--- src/rtl/pwr_domain_resp_if.sv ---
// Power-controller <-> domain responder signal bundle.
// Master = power controller side, slave = pwr_domain_resp.
// o_drain_tmo only exists when PD_RESP_TIMEOUT_EN is defined.
interface pwr_domain_resp_if;
  logic i_hw_sleep_req;
  logic i_pwr_on_req;
  logic i_busy;
  logic o_hw_sleep_ack;
  logic o_pwr_on_ack;
`ifdef PD_RESP_TIMEOUT_EN
  logic o_drain_tmo;

  modport master (
    output i_hw_sleep_req, i_pwr_on_req, i_busy,
    input  o_hw_sleep_ack, o_pwr_on_ack, o_drain_tmo
  );
  modport slave (
    input  i_hw_sleep_req, i_pwr_on_req, i_busy,
    output o_hw_sleep_ack, o_pwr_on_ack, o_drain_tmo
  );
`else
  modport master (
    output i_hw_sleep_req, i_pwr_on_req, i_busy,
    input  o_hw_sleep_ack, o_pwr_on_ack
  );
  modport slave (
    input  i_hw_sleep_req, i_pwr_on_req, i_busy,
    output o_hw_sleep_ack, o_pwr_on_ack
  );
`endif
endinterface

--- src/rtl/pwr_domain_resp.sv ---
// Power-domain responder: 4-phase sleep handshake (AWAKE/DRAIN/ACKED) and
// power-switch ramp tracker (ON/RAMP_DN/OFF/RAMP_UP) with power-good ack.
// Optional feature macro: PD_RESP_TIMEOUT_EN adds a DRAIN timeout that forces
// the sleep ack and raises the sticky o_drain_tmo flag.
module pwr_domain_resp #(
  parameter int unsigned RAMP_UP_CYC   = 4,
  parameter int unsigned RAMP_DN_CYC   = 2,
  parameter int unsigned DRAIN_TMO_CYC = 16
) (
  input  logic             i_aon_clk,
  input  logic             i_soc_pwr_on_rst,
  pwr_domain_resp_if.slave pd
);

  localparam int unsigned CW = $clog2(255 + 1);

  // An out-of-range configuration collapses both ramps to a single cycle.
  localparam bit CFG_OK = (RAMP_UP_CYC >= 1) && (RAMP_UP_CYC <= 255) &&
                          (RAMP_DN_CYC >= 1) && (RAMP_DN_CYC <= 255) &&
                          (DRAIN_TMO_CYC >= 1);
  localparam logic [CW-1:0] UP_LOAD = CFG_OK ? CW'(RAMP_UP_CYC - 1) : '0;
  localparam logic [CW-1:0] DN_LOAD = CFG_OK ? CW'(RAMP_DN_CYC - 1) : '0;

  typedef enum logic [1:0] {AWAKE, DRAIN, ACKED} sleep_t;
  typedef enum logic [1:0] {ON, RAMP_DN, OFF, RAMP_UP} pwr_t;

  sleep_t        sleep_state, sleep_next;
  logic          sleep_ack, sleep_ack_next;
  logic          sleep_hold;
  pwr_t          pwr_state, pwr_next;
  logic [CW-1:0] cnt, cnt_next;
  logic          pwr_ack, pwr_ack_next;

`ifdef PD_RESP_TIMEOUT_EN
  localparam int unsigned    TW       = $clog2(DRAIN_TMO_CYC + 1);
  localparam logic [TW-1:0]  TMO_LAST = TW'(DRAIN_TMO_CYC - 1);
  logic [TW-1:0] tmr, tmr_next;
  logic          tmo, tmo_next;
`endif

  // Sleep handshake is frozen while the rail is off or still ramping up.
  assign sleep_hold = (pwr_state == OFF) || (pwr_state == RAMP_UP);

  // Sleep FSM registers.
  always_ff @(posedge i_aon_clk or posedge i_soc_pwr_on_rst) begin
    if (i_soc_pwr_on_rst) begin
      sleep_state <= AWAKE;
      sleep_ack   <= 1'b0;
`ifdef PD_RESP_TIMEOUT_EN
      tmr         <= '0;
      tmo         <= 1'b0;
`endif
    end else begin
      sleep_state <= sleep_next;
      sleep_ack   <= sleep_ack_next;
`ifdef PD_RESP_TIMEOUT_EN
      tmr         <= tmr_next;
      tmo         <= tmo_next;
`endif
    end
  end

  // Sleep FSM next state; a withdrawn request in DRAIN wins over idle traffic.
  always_comb begin
    sleep_next     = sleep_state;
    sleep_ack_next = sleep_ack;
`ifdef PD_RESP_TIMEOUT_EN
    tmr_next       = tmr;
    tmo_next       = tmo;
`endif
    if (!sleep_hold) begin
      case (sleep_state)
        AWAKE: begin
          if (pd.i_hw_sleep_req) begin
            sleep_next = DRAIN;
`ifdef PD_RESP_TIMEOUT_EN
            tmr_next   = '0;
`endif
          end
        end
        DRAIN: begin
          if (!pd.i_hw_sleep_req) begin
            sleep_next     = AWAKE;
            sleep_ack_next = 1'b0;
          end else if (!pd.i_busy) begin
            sleep_next     = ACKED;
            sleep_ack_next = 1'b1;
          end
`ifdef PD_RESP_TIMEOUT_EN
          else if (tmr == TMO_LAST) begin
            sleep_next     = ACKED;
            sleep_ack_next = 1'b1;
            tmo_next       = 1'b1;
          end else begin
            tmr_next = tmr + 1'b1;
          end
`endif
        end
        ACKED: begin
          if (!pd.i_hw_sleep_req) begin
            sleep_next     = AWAKE;
            sleep_ack_next = 1'b0;
          end
        end
        default: begin
          sleep_next     = AWAKE;
          sleep_ack_next = 1'b0;
        end
      endcase
    end
  end

  // Power FSM registers; the domain is powered at reset.
  always_ff @(posedge i_aon_clk or posedge i_soc_pwr_on_rst) begin
    if (i_soc_pwr_on_rst) begin
      pwr_state <= ON;
      cnt       <= '0;
      pwr_ack   <= 1'b1;
    end else begin
      pwr_state <= pwr_next;
      cnt       <= cnt_next;
      pwr_ack   <= pwr_ack_next;
    end
  end

  // Power FSM next state; a reversal beats completion and reloads a full count.
  always_comb begin
    pwr_next     = pwr_state;
    cnt_next     = cnt;
    pwr_ack_next = pwr_ack;
    case (pwr_state)
      ON: begin
        if (!pd.i_pwr_on_req) begin
          pwr_next = RAMP_DN;
          cnt_next = DN_LOAD;
        end
      end
      RAMP_DN: begin
        if (pd.i_pwr_on_req) begin
          pwr_next = RAMP_UP;
          cnt_next = UP_LOAD;
        end else if (cnt == '0) begin
          pwr_next     = OFF;
          pwr_ack_next = 1'b0;
        end else begin
          cnt_next = cnt - 1'b1;
        end
      end
      OFF: begin
        if (pd.i_pwr_on_req) begin
          pwr_next = RAMP_UP;
          cnt_next = UP_LOAD;
        end
      end
      RAMP_UP: begin
        if (!pd.i_pwr_on_req) begin
          pwr_next = RAMP_DN;
          cnt_next = DN_LOAD;
        end else if (cnt == '0) begin
          pwr_next     = ON;
          pwr_ack_next = 1'b1;
        end else begin
          cnt_next = cnt - 1'b1;
        end
      end
      default: begin
        pwr_next     = ON;
        cnt_next     = '0;
        pwr_ack_next = 1'b1;
      end
    endcase
  end

  assign pd.o_hw_sleep_ack = sleep_ack;
  assign pd.o_pwr_on_ack   = pwr_ack;
`ifdef PD_RESP_TIMEOUT_EN
  assign pd.o_drain_tmo    = tmo;
`endif

endmodule

--- src/flat_wrapper.sv ---
// flat-port wrapper written by rule: the top's interface ports become plain ports
module pwr_domain_resp_flat 
#(
  parameter int unsigned RAMP_UP_CYC   = 4,
  parameter int unsigned RAMP_DN_CYC   = 2,
  parameter int unsigned DRAIN_TMO_CYC = 16
)
  (i_aon_clk, i_soc_pwr_on_rst, pd_i_hw_sleep_req, pd_i_pwr_on_req, pd_i_busy, pd_o_hw_sleep_ack, pd_o_pwr_on_ack);
  pwr_domain_resp_if pd_i ();
  input  logic i_aon_clk;
  input  logic i_soc_pwr_on_rst;
  input wire logic [$bits(pd_i.i_hw_sleep_req)-1:0] pd_i_hw_sleep_req;
  input wire logic [$bits(pd_i.i_pwr_on_req)-1:0] pd_i_pwr_on_req;
  input wire logic [$bits(pd_i.i_busy)-1:0] pd_i_busy;
  output wire logic [$bits(pd_i.o_hw_sleep_ack)-1:0] pd_o_hw_sleep_ack;
  output wire logic [$bits(pd_i.o_pwr_on_ack)-1:0] pd_o_pwr_on_ack;
  assign pd_i.i_hw_sleep_req = pd_i_hw_sleep_req;
  assign pd_i.i_pwr_on_req = pd_i_pwr_on_req;
  assign pd_i.i_busy = pd_i_busy;
  assign pd_o_hw_sleep_ack = pd_i.o_hw_sleep_ack;
  assign pd_o_pwr_on_ack = pd_i.o_pwr_on_ack;
  pwr_domain_resp #(.RAMP_UP_CYC(RAMP_UP_CYC), .RAMP_DN_CYC(RAMP_DN_CYC), .DRAIN_TMO_CYC(DRAIN_TMO_CYC)) u_core (.i_aon_clk(i_aon_clk), .i_soc_pwr_on_rst(i_soc_pwr_on_rst), .pd(pd_i));
endmodule
--- config.mk ---
export PLATFORM = sky130hd
export DESIGN_NAME = pwr_domain_resp_flat
export DESIGN_NICKNAME = d
export VERILOG_FILES = /design/src/rtl/pwr_domain_resp_if.sv /design/src/rtl/pwr_domain_resp.sv /design/src/flat_wrapper.sv
export SDC_FILE = /design/constraint.sdc
export NUM_CORES = 1
export LEC_CHECK = 0
export ABC_CLOCK_PERIOD_IN_PS = 4800
export CAP_MARGIN = 20
export CORE_MARGIN = 3
export CORE_UTILIZATION = 40
export DETAILED_ROUTE_END_ITERATION = 12
export GPL_TIMING_DRIVEN = 0
export HOLD_SLACK_MARGIN = 0.1
export PLACE_DENSITY_LB_ADDON = 0.05
export SLEW_MARGIN = 10
export SYNTH_ARGS = -nofsm -noshare
export SYNTH_HDL_FRONTEND = slang
export SYNTH_SLANG_ARGS = --single-unit
export TNS_END_PERCENT = 50
--- constraint.sdc ---
create_clock -name i_aon_clk -period 4.8 [get_ports i_aon_clk]
set_input_delay 0.48 -clock i_aon_clk [delete_from_list [all_inputs] [get_ports i_aon_clk]]
set_output_delay 0.48 -clock i_aon_clk [all_outputs]
set_load 0.03 [all_outputs]
# ---- Yosys cells after proc, flatten, opt, wreduce, memory -nomap -nowiden
# Index checks and enable logic that the tools add are counted.
# Widths: inputs -> output; s select.
dict set report totals {
  regBits 14
  input_bits 5
  output_inout_bits 2
  wordCells 61
}
dict set report op_classes {
  add_sub_neg 1
  n_eq_ne 16
  mux 27
  n_bitwise 2
  reduce_logical 10
}
# cell count
set ops {}
lappend ops {{$mux 8} 5}
lappend ops {{$pmux 8 s4} 1}
lappend ops {{$mux 2} 10}
lappend ops {{$ne 2x2->1 const B} 7}
lappend ops {{$reduce_and 4->1} 3}
lappend ops {{$logic_not 8->1} 1}
lappend ops {{$pmux 2 s4} 1}
lappend ops {{$sub 8x1->8 const B} 1}
lappend ops {{$mux 1} 7}
lappend ops {{$eq 2x2->1 const B} 3}
lappend ops {{$ne 3x3->1 const B} 2}
lappend ops {{$pmux 2 s3} 1}
lappend ops {{$reduce_and 5->1} 1}
lappend ops {{$eq 2x1->1 const B} 2}
lappend ops {{$logic_not 2->1} 2}
lappend ops {{$ne 3x2->1 const B} 1}
lappend ops {{$pmux 1 s3} 1}
lappend ops {{$ne 2x1->1 const B} 1}
lappend ops {{$not 1->1} 2}
lappend ops {{$pmux 1 s2} 1}
lappend ops {{$reduce_and 2->1} 1}
lappend ops {{$reduce_bool 2->1} 1}
lappend ops {{$logic_or 1x1->1} 1}

# ---- Depth between registers and ports, before layout
dict set report logic_depth {
  ltp_word 4
  depth_mapped 7
  depth_no_buf 6
}

# ---- Worst setup path before layout
# OpenSTA, ideal clock, no wires.
dict set report synth_path {
  path_kind {register to register}
  start {reg u_core.pwr_state[0]}
  end {reg u_core.pwr_state[0]}
  setup_time_ps 125
  arrival_time_ps 1512
  required_time_ps 4675
  setup_slack_ps 3163
  path_stages_with_launch 7
  n_path_buf 1
  period_less_slack_ps 1637
  cell_sequence {dfrtp_1 inv_1 ha_1 clkbuf_2 mux2i_4 o21a_4 mux2_4}
}
dict set report synth_via {
  elab_chain_cells 3
  elab_cells_between_ends 10
  classes_between {eq/ne (7); mux (1); reduce/logical (2)}
}
# element line_no
set synth_rtl {}
lappend synth_rtl {{start: declaration} pwr_domain_resp.sv:30} ;# pwr_t pwr_state, pwr_next;
lappend synth_rtl {{start signal: assignment} pwr_domain_resp.sv:120} ;# pwr_state <= pwr_next;
lappend synth_rtl {{$eq 2x2->1 (tied with other cells)} pwr_domain_resp.sv:131} ;# case (pwr_state)
lappend synth_rtl {{$ne 3x3->1 (no source line) (tied with other cells)} --}
lappend synth_rtl {{$reduce_and 4->1 (no source line)} --}
# Several ways; a longest one is shown, not always the timed one.
# A chain may end at the register's enable or synchronous reset.

# ---- Worst setup path after layout
dict set report layout_path {
  start {reg u_core.pwr_ack, in the netlist u_core.pd.o_pwr_on_ack}
  end {out pd_o_pwr_on_ack}
}
# element line_no
set layout_rtl {}
lappend layout_rtl {{start: declaration} pwr_domain_resp.sv:32} ;# logic pwr_ack, pwr_ack_next;
lappend layout_rtl {{start signal: assignment} pwr_domain_resp.sv:122} ;# pwr_ack <= pwr_ack_next;
lappend layout_rtl {{end: declaration} flat_wrapper.sv:16} ;# output wire logic [$bits(pd_i.o_pwr_on_ack)-1:0] pd_o_pwr_on_ack;
# No word-level cell between the ends.

==> flow_summary.yaml <==
detailed_routing:
  wire_per_inst_um: 11.91
  vias_per_cell: 5.062
  drc: 0
  route.vias.total: 653
  first_iter_violations: 4
  drt_wl_total_um: 1536
  first_pass_iters: 4
  drtAntennaViolNets: 0
grt:
  grt.busiest_layer: "met2"
  grt_use_total_pct: 13.17
  grt_pass1_vias: 666
  antenna_found_initial: 0
  gr-total-overflow: 0
  grt_max_degree: 15
  grt_pass1_wl_um: 2760
  grtUsageMet1_pct: 15.07
  grtUsageMet3_pct: 5.817
  met2_usage_pct: 22.58
die:
  core_um2: 2062
  chipHeight_um: 53.95
  die_area_um2: 2911
  pin_count: 7
  initial_core_util_pct: 44.60
  fp.dieW_um: 53.95
  num_rows: 16
logic_synthesis:
  syn-cell-area_um2: 919.6
  synth_edf_count: 0
  syn_area_per_cell_um2: 9.889
  synthArstFlopShare_pct: 100.0
  synth_seq_cells: 14
  synth_fp_nets: 105
  yosysUniqueCellTypes: 34
  yosysTopAreaCell: "dfrtp_1"
  synth_area_leaders: "dfrtp_1, ha_1, nor2_1, mux2_4, xor2_1"
  synthFlopType: "dfrtp_1"
  synth_top_area_share_pct: 35.37
  seq_area_frac_synth_pct: 38.23
  synth.yosys.warnings: 0
  syn_inst: 93
sta:
  tns_ns: 0
  period_share_pct: 40.96
  clock.fmax_mhz: 508.6
  slew_violations: 0
  tightest_slew_ns: 0.5305
  hold_violations: 0
  relSlewSlack_pct: 64.60
  finalSetupViolations: 0
  rsz0062_at_grt: "no"
  finalCriticalPeriod_ns: 1.966
  skew_ns: 0.0002799
final_layout:
  finalNetCount: 115
  fin_util_pct: 50.42
  antennaDiodeCount: 0
  syn_to_final_growth_pct: 13.06
  drive_gt1_share_pct: 16.67
placed_design:
  gp_congestion: 0.7515
  place_hpwl_um: 1175
  port_buffers: 5
clock_tree:
  cts.htree.levels: 1
  hold_buffers: 0
  cts_buffers: 3
  clock_path_buffers: 2
  postCtsResizedCells: 0
  cts_root_buf: "clkbuf_4"
  insertion_delay_ns: 0.27
  post_cts_buffers: 0
  clkTransAtPathRegs_ns: 0.08
  cts_tree: "yes"
  clock_sinks: 14
pwr:
  ir_worst_vdd_uv: 367.5
  p_leak_nw: 0.4865
  p_per_area_nw_per_um2: 745.5
worst_setup_path:
  crit_type: "reg -> out"
  crit_arrival_ns: 1.49
  critPathCaptureType: "primary output"
  cp_top_family: "buffers and inverters"
  startpoint_type: "register"
  path_buf_inv: 1
  crit_path_top_delay_cell: "clkdlybuf4s50_1"
  slowest_delay_ns: 0.66
  worstPathMaxFanout: 3
  required_ns: 4.32
  path_cells: "clkdlybuf4s50_1"
run:
  cap_violations: 0
worst_hold_path:
  min_path_type: "reg -> reg"
outcome:
  outcome: "complete, no violations"
## logic make-up after synthesis
family	Yosys count	share of synthesized area, %
multiplexers	6	9.523
flip-flops	14	38.23
buffers and inverters	11	6.667
AO/OA/AOI/OAI	14	10.88
XOR/XNOR	6	5.714
AND/OR/NAND/NOR	35	19.46
adder cells (fa/ha/maj)	7	9.523
## layout make-up
cell class | count | area (um2)
Timing Repair Buffer | 5 | 50.05
Inverter | 7 | 26.28
Tap cell | 27 | 33.78
Fill cell | 202 | 1022
Sequential cell | 14 | 351.6
Clock buffer | 4 | 36.28
Multi-Input combinational cell | 68 | 506.7
Buffer | 4 | 35.03
## metal layers
metal / up-vias / wire length, um
met5: - / 0
met4: 0 / 0
met3: 0 / 64
met2: 8 / 725
met1: 309 / 746
li1: 336 / -
## cells in the final DEF, fill, tap and decap left out, drive strengths merged, types with 3 or more instances in the layout
cell	netlist	routed
ha	7	7
dfrtp	13	13
mux2i	3	3
xor2	5	5
nand2	7	7
buf	3	3
mux2	3	3
o21ai	4	4
inv	7	7
clkbuf	1	5
nor2	14	14
a21oi	3	3
clkdlybuf4s50	0	5
## cells in the mapped netlist, types with 2 or more instances
cell      number
nand2_1        7
xor2_1         5
nor3_1         2
dfrtp_1       13
inv_1          7
a21oi_1        3
o21ai_0        4
nor2_1        14
nand3_1        2
nand4b_1       2
mux2_4         3
ha_1           7
buf_6          2
mux2i_1        2
## through the flow
| step | cell area [um2] | setup WS, ns | total power, mW | hold WS [ns] | instances |
|---|---|---|---|---|---|
| final | 1040 | 2.834 | 0.7752 | 0.5120 | 129 |
| after CTS | 1040 | 2.819 | 0.7856 | 0.5157 | 129 |
| after floorplan | 919.6 | 3.163 | 0.6078 | 0.3685 | 93 |
| after detailed placement | 1003 | 2.984 | 0.6961 | 0.4890 | 125 |
| after global placement | 1003 | 2.995 | 0.6912 | 0.4906 | 125 |
| after global routing | 1040 | 2.781 | 0.8574 | 0.5347 | 129 |
## state kept, by name (all words and copies together) (netlist names)
register and cells:
u_core.cnt 8, u_core.pwr_state 2, u_core.sleep_state 2, u_core.pd.o_hw_sleep_ack 1
u_core.pd.o_pwr_on_ack 1
## power by group
part | total (mW) | switching [mW] | internal, mW
Sequential | 0.224 | 0.0497 | 0.174
Clock | 0.0837 | 0.0376 | 0.0461
Combinational | 0.468 | 0.237 | 0.230
## final timing paths
check / from / to / slack, ns / depth (start not counted)
worst min-delay path: u_core.sleep_state[1] / u_core.sleep_state[1] / 0.51 / 2
max in group asynchronous: i_soc_pwr_on_rst / u_core.pd.o_pwr_on_ack / 3.90 / 2
worst max register to register: u_core.pwr_state[0] / u_core.pwr_state[0] / 2.98 / 6
worst max-delay path: u_core.pd.o_pwr_on_ack / pd_o_pwr_on_ack / 2.83 / 1
worst min register to register: u_core.sleep_state[1] / u_core.sleep_state[1] / 0.51 / 2
min in group asynchronous: i_soc_pwr_on_rst / u_core.pd.o_hw_sleep_ack / 0.53 / 2
(Power assumes the default switching activity.)
